==> src/rtl/uart_bus_pkg.sv <==
// Shared command/response encodings and FSM state type for the UART bus master.
package uart_bus_pkg;

    localparam logic [7:0] CMD_W = 8'h57;
    localparam logic [7:0] CMD_R = 8'h52;
    localparam logic [7:0] CMD_H = 8'h48;
    localparam logic [7:0] CMD_G = 8'h47;
    localparam logic [7:0] CMD_P = 8'h50;

    localparam logic [7:0] RSP_ACK = 8'h06;
    localparam logic [7:0] RSP_NAK = 8'h15;

    typedef enum logic [2:0] {
        ST_IDLE,
        ST_ARGS,
        ST_EXEC_WR,
        ST_EXEC_RD,
        ST_SEND,
        ST_ACK,
        ST_NAK
    } state_t;

    // Response request: bytes are left-aligned, sent from [23:16] downward.
    typedef struct packed {
        logic [23:0] bytes;
        logic [1:0]  cnt;
    } tx_req_t;

endpackage

==> src/rtl/uart_bus_master_tx_seq.sv <==
// Transmit front end: sends 1..3 queued bytes MSB first over the tbr_valid/tx_wr handshake.
module uart_tx_seq
    import uart_bus_pkg::*;
(
    input  logic       clk,
    input  logic       rst,
    input  logic       start,
    input  tx_req_t    req,
    input  logic       tx_tbr_valid,
    output logic [7:0] tx_wdata,
    output logic       tx_wr,
    output logic       done
);

    logic [23:0] sreg;
    logic [1:0]  left;
    logic        wr_q;

    // tbr_valid is stale while tx_wr is high and for the cycle after.
    logic stall;
    assign stall = tx_wr | wr_q;

    always_ff @(posedge clk or posedge rst) begin
        if (rst) begin
            sreg     <= '0;
            left     <= '0;
            wr_q     <= 1'b0;
            tx_wdata <= '0;
            tx_wr    <= 1'b0;
            done     <= 1'b0;
        end else begin
            wr_q  <= tx_wr;
            tx_wr <= 1'b0;
            done  <= 1'b0;
            if (start) begin
                sreg <= req.bytes;
                left <= req.cnt;
            end else if (left != 2'd0 && !stall && tx_tbr_valid) begin
                tx_wr    <= 1'b1;
                tx_wdata <= sreg[23:16];
                sreg     <= {sreg[15:0], 8'h00};
                left     <= left - 2'd1;
                if (left == 2'd1)
                    done <= 1'b1;
            end
        end
    end

endmodule

==> src/rtl/uart_bus_master.sv <==
// UART command decoder driving single-word SRAM accesses and the CPU hold line.
module uart_bus_master
    import uart_bus_pkg::*;
#(
    parameter int ADDR_WIDTH    = 13,
    parameter int DATA_WIDTH    = 18,
    parameter int RD_LAT        = 1,
    parameter int TIMEOUT_CYC   = 1000000,
    parameter bit HOLD_AT_RESET = 1'b1
) (
    input  logic                  clk,
    input  logic                  rst,
    input  logic [7:0]            rx_rdata,
    input  logic                  rx_d_valid,
    output logic                  rx_rd,
    output logic [7:0]            tx_wdata,
    output logic                  tx_wr,
    input  logic                  tx_tbr_valid,
    output logic [ADDR_WIDTH-1:0] mem_addr,
    output logic [DATA_WIDTH-1:0] mem_wdata,
    output logic                  mem_wr,
    input  logic [DATA_WIDTH-1:0] mem_rdata,
    output logic                  cpu_hold,
    output logic                  busy
);

    localparam int TW = $clog2(TIMEOUT_CYC + 1);
    localparam int LW = $clog2(RD_LAT + 2);

    state_t          state;
    logic [31:0]     sreg;
    logic [2:0]      arg_cnt;
    logic            is_wr;
    logic [TW-1:0]   to_cnt;
    logic [LW-1:0]   lat_cnt;
    logic            rd_q;
    logic            tx_start;
    tx_req_t         tx_req;
    logic            tx_done;

    // rx_d_valid is stale during the pop pulse and the cycle after it.
    logic rx_ok;
    assign rx_ok = rx_d_valid & ~rx_rd & ~rd_q;

    // 40-bit argument window: the four stored bytes plus the byte being popped.
    logic [39:0] sreg_nxt;
    assign sreg_nxt = {sreg, rx_rdata};

    assign busy = (state != ST_IDLE);

    always_ff @(posedge clk or posedge rst) begin
        if (rst) begin
            state     <= ST_IDLE;
            sreg      <= '0;
            arg_cnt   <= '0;
            is_wr     <= 1'b0;
            to_cnt    <= '0;
            lat_cnt   <= '0;
            rx_rd     <= 1'b0;
            rd_q      <= 1'b0;
            mem_addr  <= '0;
            mem_wdata <= '0;
            mem_wr    <= 1'b0;
            cpu_hold  <= HOLD_AT_RESET;
            tx_start  <= 1'b0;
            tx_req    <= '0;
        end else begin
            rx_rd    <= 1'b0;
            rd_q     <= rx_rd;
            mem_wr   <= 1'b0;
            tx_start <= 1'b0;
            case (state)
                ST_IDLE: if (rx_ok) begin
                    rx_rd  <= 1'b1;
                    to_cnt <= '0;
                    sreg   <= '0;
                    case (rx_rdata)
                        CMD_W: begin is_wr <= 1'b1; arg_cnt <= 3'd5; state <= ST_ARGS; end
                        CMD_R: begin is_wr <= 1'b0; arg_cnt <= 3'd2; state <= ST_ARGS; end
                        CMD_H, CMD_G, CMD_P: begin
                            if (rx_rdata == CMD_H) cpu_hold <= 1'b1;
                            if (rx_rdata == CMD_G) cpu_hold <= 1'b0;
                            tx_start <= 1'b1;
                            tx_req   <= '{bytes: {RSP_ACK, 16'h0}, cnt: 2'd1};
                            state    <= ST_ACK;
                        end
                        default: begin
                            tx_start <= 1'b1;
                            tx_req   <= '{bytes: {RSP_NAK, 16'h0}, cnt: 2'd1};
                            state    <= ST_NAK;
                        end
                    endcase
                end
                ST_ARGS: if (rx_ok) begin
                    rx_rd   <= 1'b1;
                    to_cnt  <= '0;
                    sreg    <= sreg_nxt[31:0];
                    arg_cnt <= arg_cnt - 3'd1;
                    if (arg_cnt == 3'd1) begin
                        if (is_wr) begin
                            mem_addr  <= ADDR_WIDTH'(sreg_nxt[39:24]);
                            mem_wdata <= DATA_WIDTH'(sreg_nxt[23:0]);
                            mem_wr    <= 1'b1;
                            state     <= ST_EXEC_WR;
                        end else begin
                            mem_addr <= ADDR_WIDTH'(sreg_nxt[15:0]);
                            lat_cnt  <= LW'(RD_LAT);
                            state    <= ST_EXEC_RD;
                        end
                    end
                end else if (to_cnt == TW'(TIMEOUT_CYC)) begin
                    tx_start <= 1'b1;
                    tx_req   <= '{bytes: {RSP_NAK, 16'h0}, cnt: 2'd1};
                    state    <= ST_NAK;
                end else begin
                    to_cnt <= to_cnt + TW'(1);
                end
                ST_EXEC_WR: begin
                    tx_start <= 1'b1;
                    tx_req   <= '{bytes: {RSP_ACK, 16'h0}, cnt: 2'd1};
                    state    <= ST_ACK;
                end
                ST_EXEC_RD: if (lat_cnt == '0) begin
                    tx_start <= 1'b1;
                    tx_req   <= '{bytes: 24'(mem_rdata), cnt: 2'd3};
                    state    <= ST_SEND;
                end else begin
                    lat_cnt <= lat_cnt - LW'(1);
                end
                ST_SEND, ST_ACK, ST_NAK: if (tx_done) state <= ST_IDLE;
                default: state <= ST_IDLE;
            endcase
        end
    end

    uart_tx_seq u_tx_seq (
        .clk          (clk),
        .rst          (rst),
        .start        (tx_start),
        .req          (tx_req),
        .tx_tbr_valid (tx_tbr_valid),
        .tx_wdata     (tx_wdata),
        .tx_wr        (tx_wr),
        .done         (tx_done)
    );

endmodule

==> config.mk <==
export PLATFORM = sky130hd
export DESIGN_NAME = uart_bus_master
export DESIGN_NICKNAME = d
export VERILOG_FILES = /design/src/rtl/uart_bus_pkg.sv /design/src/rtl/uart_bus_master_tx_seq.sv /design/src/rtl/uart_bus_master.sv
export SDC_FILE = /design/constraint.sdc
export NUM_CORES = 1
export LEC_CHECK = 0
export CAP_MARGIN = 20
export CORE_MARGIN = 2
export CORE_UTILIZATION = 45
export CTS_CLUSTER_DIAMETER = 40
export DETAILED_ROUTE_END_ITERATION = 8
export PLACE_DENSITY = 0.68
export SLEW_MARGIN = 40
export SYNTH_ARGS = -nofsm -noshare
export SYNTH_HDL_FRONTEND = slang
export SYNTH_SLANG_ARGS = --single-unit
==> constraint.sdc <==
create_clock -name clk -period 5.15 [get_ports clk]
set_clock_uncertainty 0.2 [all_clocks]
set_input_delay 1.03 -clock clk [delete_from_list [all_inputs] [get_ports clk]]
set_output_delay 1.03 -clock clk [all_outputs]
set_load 0.02 [all_outputs]
# Word level (Yosys, flattened, before mapping)
# Index checks and enable logic that the tools add are counted.
totals:
  reg_bits: 157
  word_cells: 143
op_classes:
  n_addsub: 4
  eq_ne: 28
  mux: 56
  n_bitwise: 6
  n_reduce_logical: 28
ops:
  columns: ["operator", "n"]
  rows:
  - ["26-bit two-way mux", 4]
  - ["26-bit case mux with 4 select lines", 1]
  - ["20-bit two-way mux", 3]
  - ["29-bit two-way mux", 2]
  - ["29-bit case mux with 2 select lines", 1]
  - ["26-bit case mux with 2 select lines", 1]
  - ["24-bit two-way mux", 2]
  - ["8-bit by 7-bit == test with 1-bit output, second input constant", 5]
  - ["20-bit case mux with 2 select lines", 1]
  - ["3-bit two-way mux", 8]
  - ["20-bit by 1-bit adder with 20-bit output, second input constant", 1]
  - ["20-bit == test, second input constant", 1]
  - ["1-bit two-way mux", 19]
  - ["2-bit != test, second input constant", 9]
  - ["3-bit case mux with 2 select lines", 3]
  - ["3-bit case mux with 5 select lines", 1]
  - ["13-bit two-way mux", 1]
  - ["2-bit two-way mux", 6]
  - ["3-bit AND reduction", 4]
  - ["4-bit AND reduction", 3]
  - ["2-bit nonzero test", 6]
  - ["5-bit AND reduction", 2]
  - ["3-bit == test, second input constant", 3]
  - ["3-bit != test, second input constant", 3]
  - ["23 further kinds", 32]

# Logic depth before layout (Yosys ltp)
depth:
  ltp_word: 6
  depth_mapped: 9
  ltp_nobuf: 7

# Modules after synthesis
# Synthesis repeated with hierarchy kept, for this count alone.
unflattened:
  cells_unflattened: 673
  area_unflattened_um2: 7050.5
modules_own_cells:
  columns: ["module", "n_inst", "cells_each", "area_per_inst_um2"]
  rows:
  - ["uart_bus_master", 1, 532, 5462.7]
  - ["uart_tx_seq", 1, 141, 1587.8]

# Least setup slack after synthesis
# Ideal clock, no wire load.
synth_path:
  path_kind: "input port to flip-flop"
  start: "in rx_d_valid"
  end: "reg mem_wdata[0]"
  setup_ps: 125
  t_arrival_ps: 2546
  path_slack_ps: 2279
  path_stages: 8
  cell_sequence: "nor3b_2 > nand2_1 > inv_1 > and3_1 > buf_2 > nand2_2 > buf_2 > mux2_2"
synth_between:
  elab_chain_cells: 3
synth_rtl:
  columns: ["item", "line", "text"]
  rows:
  - ["from (decl)", "uart_bus_master.sv:14", "input logic rx_d_valid,"]
  - ["1-bit bitwise AND (2 in a row)", "uart_bus_master.sv:43", "assign rx_ok = rx_d_valid & ~rx_rd & ~rd_q;"]
  - ["4-bit AND reduction (no source line)", null, null]
  - ["to (signal assigned)", "uart_bus_master.sv:102", "mem_wdata <= DATA_WIDTH'(sreg_nxt[23:0]);"]
  - ["to (decl)", "uart_bus_master.sv:20", "output logic [DATA_WIDTH-1:0] mem_wdata,"]
# Every way passes these cells.
# A chain may end at the register's enable or synchronous reset.

# Worst setup path after layout
layout_path:
  start: "in rx_d_valid"
  end: "reg tx_req[18] (netlist bit)"
layout_between:
  elab_chain_cells: 4
  word_cells_on_any_way: 5
  classes_between: "eq/ne (2); bitwise (2); reduce/logical (1)"
layout_rtl:
  columns: ["item", "line", "text"]
  rows:
  - ["1-bit bitwise AND (*) (2 in a row)", "uart_bus_master.sv:43", null]
  - ["2-bit != test (no source line)", null, null]
  - ["6-bit AND reduction (no source line) (*)", null, null]
  - ["to (signal assigned)", "uart_bus_master.sv:84", "tx_req <= '{bytes: {RSP_ACK, 16'h0}, cnt: 2'd1};"]
  - ["to (signal assigned)", "uart_bus_master.sv:89", "tx_req <= '{bytes: {RSP_NAK, 16'h0}, cnt: 2'd1};"]
  - ["to (signal assigned)", "uart_bus_master.sv:113", "tx_req <= '{bytes: {RSP_NAK, 16'h0}, cnt: 2'd1};"]
  - ["to (decl)", "uart_bus_master.sv:38", "tx_req_t tx_req;"]
# Mark *: on every way between the ends. The rest lies on a longest branch, timed or not.

==> results.sh <==
export IMPL_synthesis_nets=710
export IMPL_min_path_cells=0
export IMPL_synth_warnings=0
export IMPL_pre_cts_ws_ps=1241
export IMPL_viasPerCell=5.318
export IMPL_io_pins=74
export IMPL_cts_root_buf="clkbuf_16"
export IMPL_nNetsFinal=773
export IMPL_grt_overflow_total=0
export IMPL_post_cts_setup_buffer_count=0
export IMPL_final_antenna_net_count=0
export IMPL_place_hpwl_mm=9.528
export IMPL_grt_total_usage_pct=18.60
export IMPL_worst_path_stages=7
export IMPL_first_global_vias=4787
export IMPL_synth_edf_count=0
export IMPL_p_per_area_nw_per_um2=464.0
export IMPL_slowest_stage="nor3b_4"
export IMPL_r2r_start="to_cnt[0]$_DFFE_PP0P_"
export IMPL_power_leakage_nw=3.791
export IMPL_crit_fanout=14
export IMPL_cts_buffers_inserted=17
export IMPL_setup_viol=0
export IMPL_cts_hold_buf=0
export IMPL_grtUsageMet1_pct=26.71
export IMPL_crit_type="input pin to flop"
export IMPL_wl_per_cell_um=15.40
export IMPL_drt_total_wl_mm=14.43
export IMPL_p_switching_mw=1.272
export IMPL_die_width_um=127.8
export IMPL_slowest_delay_ps=590
export IMPL_fin_util_pct=55.71
export IMPL_clkSinkCount=153
export IMPL_rsz0062_at_grt="false"
export IMPL_antenna_found_initial=0
export IMPL_core_area_um2=15090
export IMPL_fin_crit_sh_pct=67.36
export IMPL_cts_htree_levels=4
export IMPL_switching_share_pct=32.60
export IMPL_grtUsageMet3_pct=3.506
export IMPL_die_h_um=127.8
export IMPL_dieArea_um2=16320
export IMPL_yosysUniqueCellTypes=57
export IMPL_yosys_register_bits=153
export IMPL_crit_buf_inv=2
export IMPL_clkLatencyLatePin_ps=420
export IMPL_cap_viol_max_count=0
export IMPL_finalWorstSetupSlack_ps=1681
export IMPL_drtPass1Iterations=5
export IMPL_ys_seq_area_share_pct=55.57
export IMPL_initial_core_util_pct=45.67
export IMPL_diodes=0
export IMPL_ys_flop_type="dfrtp_1"
export IMPL_cts_clk_slew_worst_paths_ps=60
export IMPL_crit_family="simple AND/OR/NAND/NOR gates"
export IMPL_design_area_um2=8407
export IMPL_status="finished clean"
export IMPL_relSlewSlack_pct=51.61
export IMPL_cp_start_kind="input pin"
export IMPL_hp_start="rx_rd$_DFF_PP0_"
export IMPL_cts_repair_resized=0
export IMPL_use_met2_pct=28.44
export IMPL_startpoint="rx_d_valid"
export IMPL_grt_max_degree=154
export IMPL_tightest_slew_ps=725.9
export IMPL_arrival_ps=3570
export IMPL_fmax_ghz=0.2883
export IMPL_tritoncts="yes"
export IMPL_post_dp_cell_area_um2=7772
export IMPL_required_ps=5250
export IMPL_dr_total_vias=4983
export IMPL_grt_pass1_wl_mm=24.15
export IMPL_path_cells="clkdlybuf4s50_1, nor3b_2, xnor2_1, nor2_1, nor3b_4, buf_4, mux2_2"
export IMPL_syn_mean_instance_area_um2=10.24
export IMPL_tns_ps=0
export IMPL_slew_viol_final=0
export IMPL_hold_path_class="flop to flop"
export IMPL_drt_iter0_drc=324
export IMPL_power_total_mw=3.901
export IMPL_p_clk_share_pct=32.4
export IMPL_hold_viol=0
export IMPL_layout_drive_gt1_share_pct=12.15
export IMPL_p_int_mw=2.629
export IMPL_syn_area_um2=6892
export IMPL_layout_min_cycle_time_ps=3469
export IMPL_rows=45
export IMPL_io_buffers=73
export IMPL_place_congestion=0.8342
export IMPL_r2r_cells=8
export IMPL_pwr_share_comb_pct=26.7
export IMPL_ir_worst_vdd_v=0.0002891
export IMPL_grt_busiest_layer="met2"
export IMPL_drc=0
export IMPL_area_growth_pct=21.99
export IMPL_syn_inst=673
export IMPL_pwr_share_seq_pct=41.0
export IMPL_cts_buffer_depth=2
export IMPL_synth_async_reset_ratio_pct=100.0
export IMPL_end_kind="flop"
-- state kept, by name (all words and copies together) (netlist names), 2 cells and up --
| name | cells |
|---|---|
| u_tx_seq.tx_wdata | 8 |
| lat_cnt | 2 |
| mem_addr | 13 |
| arg_cnt | 3 |
| u_tx_seq.sreg | 24 |
| state | 3 |
| to_cnt | 20 |
| mem_wdata | 18 |
| u_tx_seq.left | 2 |
| sreg | 29 |
| tx_req | 22 |
-- cell usage in the layout (no fill, tap or decap), types with 17 or more instances in the layout --
| master | instances |
|---|---|
| a21oi_1 | 34 |
| mux2i_1 | 44 |
| nand2_1 | 127 |
| dfrtp_1 | 151 |
| nand3_1 | 33 |
| o21ai_0 | 41 |
| nor2_1 | 37 |
| clkbuf_16 | 17 |
| clkdlybuf4s50_1 | 73 |
| mux2_2 | 31 |
| inv_1 | 30 |
-- metrics by stage --
stage,instances,hold WS (ps)
floorplan,673,238.4
global route,937,241.8
global placement,904,206.9
finish,937,227.7
detailed placement,904,219.9
CTS,936,234.8
-- cell usage after synthesis, drive strengths merged, types with 2 or more instances --
library cell	n	area, µm²
a21oi	34	170.2
a31oi	4	25.02
and3	2	12.51
buf	10	62.55
clkbuf	28	105.1
dfrtp	152	3804
ha	7	87.58
inv	31	116.4
mux2	31	349.1
mux2i	44	440.4
nand2	128	483.0
nand2b	8	50.05
nand3	33	165.2
nand3b	2	15.01
nand4	3	18.77
nor2	39	151.4
nor2b	3	18.77
nor3	7	35.03
nor3b	4	51.30
nor4	4	40.04
nor4b	3	26.28
o211ai	3	22.52
o21a	2	15.01
o21ai	42	214.0
o22ai	2	12.51
o31a	2	17.52
o31ai	4	30.03
or2	3	18.77
or3	8	50.05
or3b	2	20.02
or4	4	37.53
xnor2	7	61.31
xor2	4	35.03
-- power groups by stage --
stage               clock network [mW]  logic, mW  registers (mW)
finish                            1.26       1.04            1.60
global route                      1.33       1.15            1.63
CTS                               1.29       1.05            1.60
detailed placement                   0       1.04            1.62
global placement                     0       1.01            1.60
floorplan                            0      0.670            1.62
-- logic make-up after synthesis --
kind of cell,after synthesis,share of synthesized area (%)
AND/OR/NAND/NOR,259,18.08
flip-flops,153,55.57
AO/OA/AOI/OAI,99,8.097
multiplexers,75,11.46
buffers and inverters,69,4.121
XOR/XNOR,11,1.398
adder cells (fa/ha/maj),7,1.271
-- final timing paths --
| check | slack [ps] | to |
|---|---|---|
| worst max-delay path | 1680 | tx_req[18]$_DFFE_PP0P_ |
| worst min-delay path | 230 | rd_q$_DFF_PP0_ |
| worst max register to register | 1690 | tx_req[18]$_DFFE_PP0P_ |
| worst min register to register | 230 | rd_q$_DFF_PP0_ |
| max in group asynchronous | 3140 | tx_start$_DFF_PP0_ |
| min in group asynchronous | 850 | u_tx_seq.tx_wdata[1]$_DFFE_PP0P_ |
-- per-layer routing --
| metal | vias up | part of all wire (%) |
|---|---|---|
| met3 | 16 | 4.4 |
| met1 | 2405 | 48 |
| met2 | 151 | 47 |
| met5 | - | 0 |
| li1 | 2411 | - |
| met4 | 0 | 1.1 |
-- layout make-up --
class,count,area [µm²]
Timing Repair Buffer,82,830.8
Inverter,31,120.1
Sequential cell,153,3831
Clock buffer,20,456.7
Fill cell,1267,6683
Clock inverter,12,148.9
Tap cell,188,235.2
Multi-Input combinational cell,451,2784
(Power assumes the default switching activity.)
